<file path="src/rtl/micro_hash_pkg.sv">
// Shared definitions for the 24-bit micro-hash: initial hash bytes, round
// constants, controller state encoding and the message-schedule helpers.
package micro_hash_pkg;

    typedef logic [7:0]       byte_t;
    typedef logic [15:0][7:0] window_t;   // element 0 is the oldest byte W[i]

    localparam byte_t H_INIT_A    = 8'h01;
    localparam byte_t H_INIT_B    = 8'h89;
    localparam byte_t H_INIT_C    = 8'hFE;
    localparam byte_t K_LO        = 8'h99;
    localparam byte_t K_HI        = 8'hA1;
    localparam int    ROUNDS      = 32;
    localparam int    SPLIT_ROUND = 16;

    typedef enum logic [1:0] {
        IDLE,
        ROUND,
        FINAL,
        DONE
    } state_t;

    // Byte order: payload[95:88] is W0, nonce[7:0] is W15.
    function automatic window_t load_window(input logic [95:0] payload,
                                            input logic [31:0] nonce);
        window_t w;
        for (int k = 0; k < 12; k++) w[k]      = payload[95-8*k -: 8];
        for (int k = 0; k < 4;  k++) w[12 + k] = nonce[31-8*k -: 8];
        return w;
    endfunction

    // W[i+16] = W[i+13] | (W[i+7] ^ W[i+2]), taken from the current window.
    function automatic byte_t sched_next(input byte_t w13, input byte_t w7,
                                         input byte_t w2);
        return w13 | (w7 ^ w2);
    endfunction

endpackage

</file>
<file path="src/rtl/micro_hash_round.sv">
// One combinational micro-hash round; chained UNROLL times by the verifier
// and reused unchanged by the miner.
module micro_hash_round
    import micro_hash_pkg::*;
(
    input  logic [7:0] i_a,
    input  logic [7:0] i_b,
    input  logic [7:0] i_c,
    input  logic [7:0] i_w,
    input  logic [5:0] i_round,
    output logic [7:0] o_a,
    output logic [7:0] o_b,
    output logic [7:0] o_c
);

    logic       w_late;
    logic [7:0] w_x;
    logic [7:0] w_k;

    // Rounds 0..16 inclusive use the low constant and leave c out of x.
    assign w_late = (i_round > 6'(SPLIT_ROUND));
    assign w_x    = w_late ? (i_a ^ i_b ^ i_c) : (i_a ^ i_b);
    assign w_k    = w_late ? K_HI : K_LO;

    assign o_a = i_b ^ i_c;
    assign o_b = {i_c[3:0], 4'h0};
    assign o_c = w_x + w_k + i_w;

endmodule

</file>
<file path="src/rtl/micro_hash_verify.sv">
// Recomputes the micro-hash of a reported solution and flags whether it
// matches the reported hash and whether it meets the difficulty target.
module micro_hash_verify
    import micro_hash_pkg::*;
#(
    parameter int UNROLL = 1
) (
    input  logic        clk,
    input  logic        reset,
    input  logic        start,
    input  logic [95:0] payload,
    input  logic [31:0] nonce,
    input  logic [7:0]  target,
    input  logic [23:0] hash_in,
    output logic        ready,
    output logic        done,
    output logic        match,
    output logic        meets,
    output logic [23:0] hash_calc
);

    if (UNROLL != 1 && UNROLL != 2 && UNROLL != 4) begin : g_bad_unroll
        $error("micro_hash_verify: UNROLL must be 1, 2 or 4");
    end

    state_t      r_state;
    logic        r_ready;
    logic        r_done;
    logic        r_match;
    logic        r_meets;
    logic [23:0] r_hash;
    logic [5:0]  r_idx;
    logic [7:0]  r_target;
    logic [23:0] r_hash_in;
    window_t     r_win;
    byte_t       r_a;
    byte_t       r_b;
    byte_t       r_c;

    byte_t       w_a   [UNROLL+1];
    byte_t       w_b   [UNROLL+1];
    byte_t       w_c   [UNROLL+1];
    window_t     w_win [UNROLL+1];
    logic [23:0] w_hash;

    assign w_a[0]   = r_a;
    assign w_b[0]   = r_b;
    assign w_c[0]   = r_c;
    assign w_win[0] = r_win;

    // Each stage consumes window byte 0 and appends the next scheduled byte.
    for (genvar j = 0; j < UNROLL; j++) begin : g_round
        micro_hash_round u_round (
            .i_a     (w_a[j]),
            .i_b     (w_b[j]),
            .i_c     (w_c[j]),
            .i_w     (w_win[j][0]),
            .i_round (r_idx + 6'(j)),
            .o_a     (w_a[j+1]),
            .o_b     (w_b[j+1]),
            .o_c     (w_c[j+1])
        );
        assign w_win[j+1] = {sched_next(w_win[j][13], w_win[j][7], w_win[j][2]),
                             w_win[j][15:1]};
    end

    assign w_hash = {H_INIT_A + r_a, H_INIT_B + r_b, H_INIT_C + r_c};

    // NOTE: datapath registers (window, a/b/c, captured inputs) are not reset;
    // they are always reloaded on start before anything reads them.
    always_ff @(posedge clk) begin
        if (reset) begin
            r_state <= IDLE;
            r_ready <= 1'b1;
            r_done  <= 1'b0;
            r_match <= 1'b0;
            r_meets <= 1'b0;
            r_hash  <= '0;
            r_idx   <= '0;
        end else begin
            case (r_state)
                IDLE, DONE: begin
                    r_done  <= 1'b0;
                    r_ready <= 1'b1;
                    r_state <= IDLE;
                    if (start) begin
                        r_target  <= target;
                        r_hash_in <= hash_in;
                        r_win     <= load_window(payload, nonce);
                        r_a       <= H_INIT_A;
                        r_b       <= H_INIT_B;
                        r_c       <= H_INIT_C;
                        r_idx     <= '0;
                        r_ready   <= 1'b0;
                        r_state   <= ROUND;
                    end
                end
                ROUND: begin
                    if (r_idx == 6'(ROUNDS)) begin
                        r_state <= FINAL;
                    end else begin
                        r_a   <= w_a[UNROLL];
                        r_b   <= w_b[UNROLL];
                        r_c   <= w_c[UNROLL];
                        r_win <= w_win[UNROLL];
                        r_idx <= r_idx + 6'(UNROLL);
                    end
                end
                FINAL: begin
                    r_hash  <= w_hash;
                    r_match <= (w_hash == r_hash_in);
                    r_meets <= (w_hash[23:16] < r_target) && (w_hash[15:8] < r_target);
                    r_done  <= 1'b1;
                    r_ready <= 1'b1;
                    r_state <= DONE;
                end
                default: r_state <= IDLE;
            endcase
        end
    end

    assign ready     = r_ready;
    assign done      = r_done;
    assign match     = r_match;
    assign meets     = r_meets;
    assign hash_calc = r_hash;

endmodule

</file>
<file path="config.mk">
export PLATFORM = sky130hd
export DESIGN_NAME = micro_hash_verify
export DESIGN_NICKNAME = d
export VERILOG_FILES = /design/src/rtl/micro_hash_pkg.sv /design/src/rtl/micro_hash_round.sv /design/src/rtl/micro_hash_verify.sv
export SDC_FILE = /design/constraint.sdc
export NUM_CORES = 1
export LEC_CHECK = 0
export ABC_AREA = 1
export CORE_UTILIZATION = 54
export CTS_CLUSTER_SIZE = 12
export DETAILED_ROUTE_END_ITERATION = 10
export DONT_BUFFER_PORTS = 1
export PLACE_DENSITY_LB_ADDON = 0.15
export SETUP_SLACK_MARGIN = 0.15
export SKIP_LAST_GASP = 1
export SLEW_MARGIN = 20
export SYNTH_ARGS = -nofsm -noshare
export SYNTH_HDL_FRONTEND = slang
export SYNTH_SLANG_ARGS = --single-unit
</file>
<file path="constraint.sdc">
create_clock -name clk -period 13.8 [get_ports clk]
set_clock_uncertainty 0.05 [all_clocks]
set_input_delay 2.76 -clock clk [delete_from_list [all_inputs] [get_ports clk]]
set_output_delay 2.76 -clock clk [all_outputs]
set_load 0.01 [all_outputs]
</file>
==> metrics, run 1 <==
outcome complete, no violations; Period minus WS final 4780 ps; Max Fclk 0.209 GHz; CP max stage delay 900 ps; syn nets 1310; Min-Delay Path Class flip-flop to flip-flop; Core Rows 50; drt wl/cell 16.6 µm; Initial Util 55.0%; first-pass GRT wire length 34.8 mm; Worst-path clk slew 60 ps; RSZ-0062 raised after global routing no; worst-path cell chain inv_1, a21oi_1, nand2_1, nor2_4, buf_4, buf_4; antenna violations before repair 0; final period utilization 34.6%; critical path launch point type primary input; LEAKAGE 4.85 nW; Syn Std Cell Area 0.0103 mm²; internal power 0.00151 W; Tot GR Track Use 22.9%; # setup viols final 0; Power, Total 0.00236 W; largest family of logic cells by synthesized area simple AND/OR/NAND/NOR gates; Reg power frac 45.1%; Die Ht 140 µm; post_cts resized 0; worst slew pin tran 954 ps; most frequent cells in the layout 451 x nand2_1, 179 x edfxtp_1, 102 x inv_1; RePlAce Congestion 0.832; vias in the first global route 6676; R2R depth 19; worst-path maximum fanout 78; die area 0.0195 mm²; vias after detailed routing 7122; sw frac 35.8%; FF+latch count, synth 213; Clk Latency, worst-skew pair 510 ps; gr ovfl total 0; count of cell types in the netlist 41; Max-slew headroom 36.4%; clk sinks 213; mux contribution to synthesized area 0%; CP bufs+invs 3; CP top delay family buffers and inverters; WL final 22.3 mm; depth of the CTS H-tree 1; fillers 1621; clock buffer depth 3; CP max stage cell buf_4; core area 0.0186 mm²; Post-Synth Simple-Gate Area 22.6%; worst hold stages 2; VDD IR max 97.1 µV; Post-DP HPWL 15.2 mm; Crit Path Class primary input to flip-flop; Ys Warns 0; CTS tree built; Hold-fix buffers, CTS 0; Initial DRT Pass Iterations 5; XOR/XNOR Fraction of Synth Area 2.62%; Ant. Diodes 0; power per cell area 213 mW/mm²; die width 140 µm; Switch Pwr 0.000842 W; Layout area overhead 8.04%; Levels on crit path 6; combinational share of power 30.9%; Cells after Synth 1111; layout cells sized above 1 4.67%; CP Data Arrival Time 4860 ps; PortBufs 0; most common cell after layout, fill and taps aside nand2_1; clock share of power 24.0%; max-cap violation count 0; TritonCTS buffer count 23; required time of the worst setup path 13880 ps; compound-gate portion of the synthesized area 5.30%; nature of the critical path endpoint flip-flop; Ports 191; endpoints failing hold 0; Synth Area in Adders 4.47%; Final ANT Viol Nets 0; largest net degree at the start of global routing 136; # Post-CTS Setup Buffers 0; Synth Area per Inst 9.23 µm²; Fin Setup TNS 0 ps; Post-layout nets 1298; Iter 0 DRT Violations 509; # DRC 0; Vias per Instance 5.29; register area share after synthesis 59.1%; CP most frequent cell buf_4; final slew viol count 0; root buf cell clkbuf_16
[power by group through the flow]
stage	Sequential [W]	Clock, W	Combinational [W]
finish	0.00106	0.000566	0.000728
global route	0.00108	0.000600	0.000841
CTS	0.00106	0.000579	0.000741
detailed placement	0.00107	0	0.000736
global placement	0.00107	0	0.000719
floorplan	0.00107	0	0.000582
[synth_stat cells, drive strengths merged]
cell	instances	area, µm²
fa	1	20.0
edfxtp	179	5380
xnor2	9	78.8
o211ai	5	37.5
a31oi	1	6.26
a21oi	34	174
nor4	1	6.26
ha	35	438
nor3	5	30.0
or2	2	12.5
xor2	19	166
nor2	81	314
nand3	25	125
conb	1	3.75
and2	3	18.8
xnor3	1	23.8
dfxtp	34	681
clkbuf	25	93.8
nor3b	1	7.51
o21bai	3	22.5
o31ai	1	7.51
nand2	454	1710
nand3b	6	45.0
a22o	1	8.76
nand4	6	43.8
o21ai	44	220
inv	106	398
o22ai	7	43.8
a21o	3	22.5
buf	18	118
[final cells by class]
type,instances,area (µm²),area share [%]
clock buffer,31,606,5.47
clock inverter,8,65.1,0.587
multi-input combinational,749,3610,32.6
sequential,213,6060,54.7
inverter,106,403,3.64
tap,234,293,2.64
timing repair buffer,6,45.0,0.407
[final timing paths]
path              startpoint         to  slack [ps]
setup reg to reg    r_idx[0]     r_c[7]       10220
hold reg to reg     r_idx[0]   r_idx[0]         440
hold / removal      r_idx[0]   r_idx[0]         440
setup / recovery       start  r_win[35]        9020
[cell families after synthesis]
family                     after synthesis
xor gates and xnor gates                29
AOI/OAI and AO/OA                       99
other                                    1
adders and majority gates               36
buffers and inverters                  149
and+or+nand+nor                        584
DFF                                    213
[worst register-to-register path, stage by stage, from the launching register on]
cell and delay [ps]:
dfxtp_1 360, inv_1 80, ha_1 200, nand2_1 80, nor2_2 50, o21ai_1 140, buf_4 220, nand2_1 80
xor2_1 140, inv_1 60, ha_1 270, ha_1 170, inv_1 60, fa_1 390, o21ai_0 340, nand2_1 90
nand2_1 80, a21oi_1 70, xor2_1 160, or2_2 270
[per-stage QoR]
step,utilization [%],instance area [µm²],hold slack (ps),worst slack [ps],cells
2_1_floorplan,-,10300,408,3940,1111
3_3_place_gp,55.8,10400,432,8530,1308
3_5_place_dp,55.8,10400,439,8480,1308
4_1_cts,59.4,11100,448,9020,1347
5_1_grt,59.4,11100,473,8860,1347
6_report,59.4,11100,445,9020,1347
[registers in the layout, summed over array words and instances, names as in the netlist]
| name | count |
|---|---|
| r_win | 128 |
| r_a | 8 |
| ready | 1 |
| r_target | 8 |
| hash_calc | 22 |
| meets | 1 |
| r_b | 3 |
| r_state | 2 |
| match | 1 |
| r_c | 8 |
| r_idx | 6 |
| r_hash_in | 24 |
| done | 1 |
[routing by layer]
| layer | wire [µm] | GRT usage [%] | vias up |
|---|---|---|---|
| met1 | 9440 | 29.8 | 3264 |
| met4 | 739 | 8.10 | 0 |
| met3 | 1680 | 5.78 | 45 |
| li1 | - | - | 3570 |
| met2 | 10500 | 37.2 | 243 |
| met5 | 0 | 0 | - |
Power figures use the tool's default switching activity.
==> inputs of run 2 (changes only) <==
==> constraint.sdc (replaced) <==
create_clock -name clk -period 4.2 [get_ports clk]
set_clock_uncertainty 0.05 [all_clocks]
set_input_delay 0.84 -clock clk [delete_from_list [all_inputs] [get_ports clk]]
set_output_delay 0.84 -clock clk [all_outputs]
set_load 0.01 [all_outputs]
==> run 2 against run 1 <==
Final cell count rose by 0.45%. Core utilization rose by 0.46 points. Sequential share of layout area down 0.42 points. Clock power grew to 3.3 times the previous value. Critical endpoint is now r_c[7]. Final area grew 0.77%.
==> metrics, run 2 (synthesis results as in run 1) <==
outcome complete, no violations; drt wl/cell 16.6 µm (about the same); RSZ-0062 raised after global routing no; Ports 191 (unchanged); Max Fclk 0.284 GHz; Period minus WS final 3520 ps; Tot GR Track Use 23.0% (+0.074 points); first-pass GRT wire length 34.7 mm (-0.36%); Post-layout nets 1303 (+0.39%); most common cell after layout, fill and taps aside nand2_1; antenna violations before repair 0 (unchanged); Iter 0 DRT Violations 530 (+4.1%); critical path launch point type flip-flop; # DRC 0 (unchanged); die width 140 µm (unchanged); Crit Path Class flip-flop to flip-flop; Final Non-Filler Cells 1353 (+0.45%); post_cts resized 0 (unchanged); Worst-path clk slew 60 ps (about the same); depth of the CTS H-tree 1 (unchanged); endpoints failing hold 0 (unchanged); vias in the first global route 6701 (+0.37%); layout cells sized above 1 5.09% (+0.42 points); Final ANT Viol Nets 0 (unchanged); RePlAce Congestion 0.824 (-1.1%); pre-CTS setup slack 682 ps (-7800 ps); met1 WL 9.35 mm (-0.95%); met2 WL 10.7 mm (+2.4%); met3 routed WL 1.76 mm (+4.7%); Die Ht 140 µm (unchanged); Core Rows 50 (unchanged); max-cap violation count 0 (unchanged); largest net degree at the start of global routing 102 (-25%); WL final 22.4 mm (+0.43%); Min-Delay Path Class primary input to flip-flop; final slew viol count 0 (unchanged); VDD IR max 364 µV (+280%); vias after detailed routing 7015 (-1.5%); Ant. Diodes 0 (unchanged); highest routed layer met4; Placed Cells 1313 (+0.38%); max FFs per register 128 (unchanged); final period utilization 83.8%; Vias per Instance 5.18 (-1.9%); required time of the worst setup path 4410 ps (-9470 ps); most frequent cells in the layout 451 x nand2_1, 179 x edfxtp_1, 102 x inv_1; LEAKAGE 4.89 nW (+0.80%); Clk Latency, worst-skew pair 510 ps (about the same); nature of the critical path endpoint flip-flop; # Post-CTS Setup Buffers 0 (unchanged); TritonCTS buffer count 23 (unchanged); PortBufs 0 (unchanged); final core occ 59.9% (+0.46 points); Layout area overhead 8.87%; Post-DP HPWL 15.8 mm (+3.7%); Hold-fix buffers, CTS 0 (unchanged); worst-path maximum fanout 9 (-88%); power per cell area 701 mW/mm² (+230%); clock buffer depth 3 (unchanged); CP Data Arrival Time 3730 ps (-1130 ps); clk sinks 213 (unchanged); Initial Util 55.0% (unchanged); CTS tree built; gr ovfl total 0 (unchanged); Max-slew headroom 38.3% (+2.0 points); Final WS setup 682 ps (-8340 ps); root buf cell clkbuf_16; die area 0.0195 mm² (unchanged); worst slew pin tran 925 ps (-29.4 ps); Initial DRT Pass Iterations 5 (unchanged); # setup viols final 0 (unchanged); Reg with most FFs r_win; Fin Setup TNS 0 ps (unchanged); core area 0.0186 mm² (unchanged)
-- run 2: cell count changes in the layout (fill, tap and decap cells not counted) --
cell / before / now
inv_6: 2 / 1
inv_4: 0 / 1
buf_12: 0 / 3
buf_4: 6 / 8
clkbuf_1: 8 / 9
clkinv_2: 3 / 2
clkbuf_8: 0 / 1
-- run 2: cell type report --
| cell class | count | area [µm²] |
|---|---|---|
| Clock buffer | 33 | 623 |
| Clock inverter | 7 | 60.1 |
| Fill cell | 1605 | 7480 |
| Inverter | 106 | 400 |
| Multi-Input combinational cell | 749 | 3610 |
| Sequential cell | 213 | 6060 |
| Tap cell | 234 | 293 |
| Timing Repair Buffer | 11 | 120 |
-- run 2: stage by stage --
step / hold slack [ps] / total power (W) / area [µm²]
detailed placement: 433 / 0.00601 / 10500
floorplan: 408 / 0.00534 / 10300
CTS: 315 / 0.00791 / 11200
global route: 317 / 0.00836 / 11200
finish: 334 / 0.00783 / 11200
global placement: 422 / 0.00594 / 10500
-- run 2: path summary, 6_finish.rpt --
kind	from	endpoint	slack (ps)	depth (start not counted)
setup / recovery	r_idx[0]	r_c[7]	680	18
hold / removal	reset	match	330	1
setup reg to reg	r_idx[0]	r_c[7]	680	18
hold reg to reg	r_idx[0]	r_idx[0]	450	2
-- run 2: critical path, cell delays in order, from the launching register on --
cell	delay, ps
dfxtp_1	350
inv_1	80
ha_1	200
nand2_1	80
nor2_2	50
o21ai_1	290
buf_4	240
nand2_1	70
xor2_1	160
ha_1	210
a21o_1	150
ha_1	340
nand2_1	60
o21ai_0	290
nand2_1	100
nand2_1	70
a21oi_1	70
xor2_1	150
or2_2	260
-- run 2: per-layer routing --
layer	vias to the layer above	global-route usage, %
li1	3581	-
met1	3179	28.5
met2	218	38.9
met3	37	6.68
met4	0	6.71
met5	-	0
-- run 2: report_power, final --
part	switching, W	total [W]	internal, W
clock network	0.000793	0.00188	0.00109
logic	0.00166	0.00247	0.000806
registers	0.000328	0.00348	0.00315
total	0.00279	0.00783	0.00504
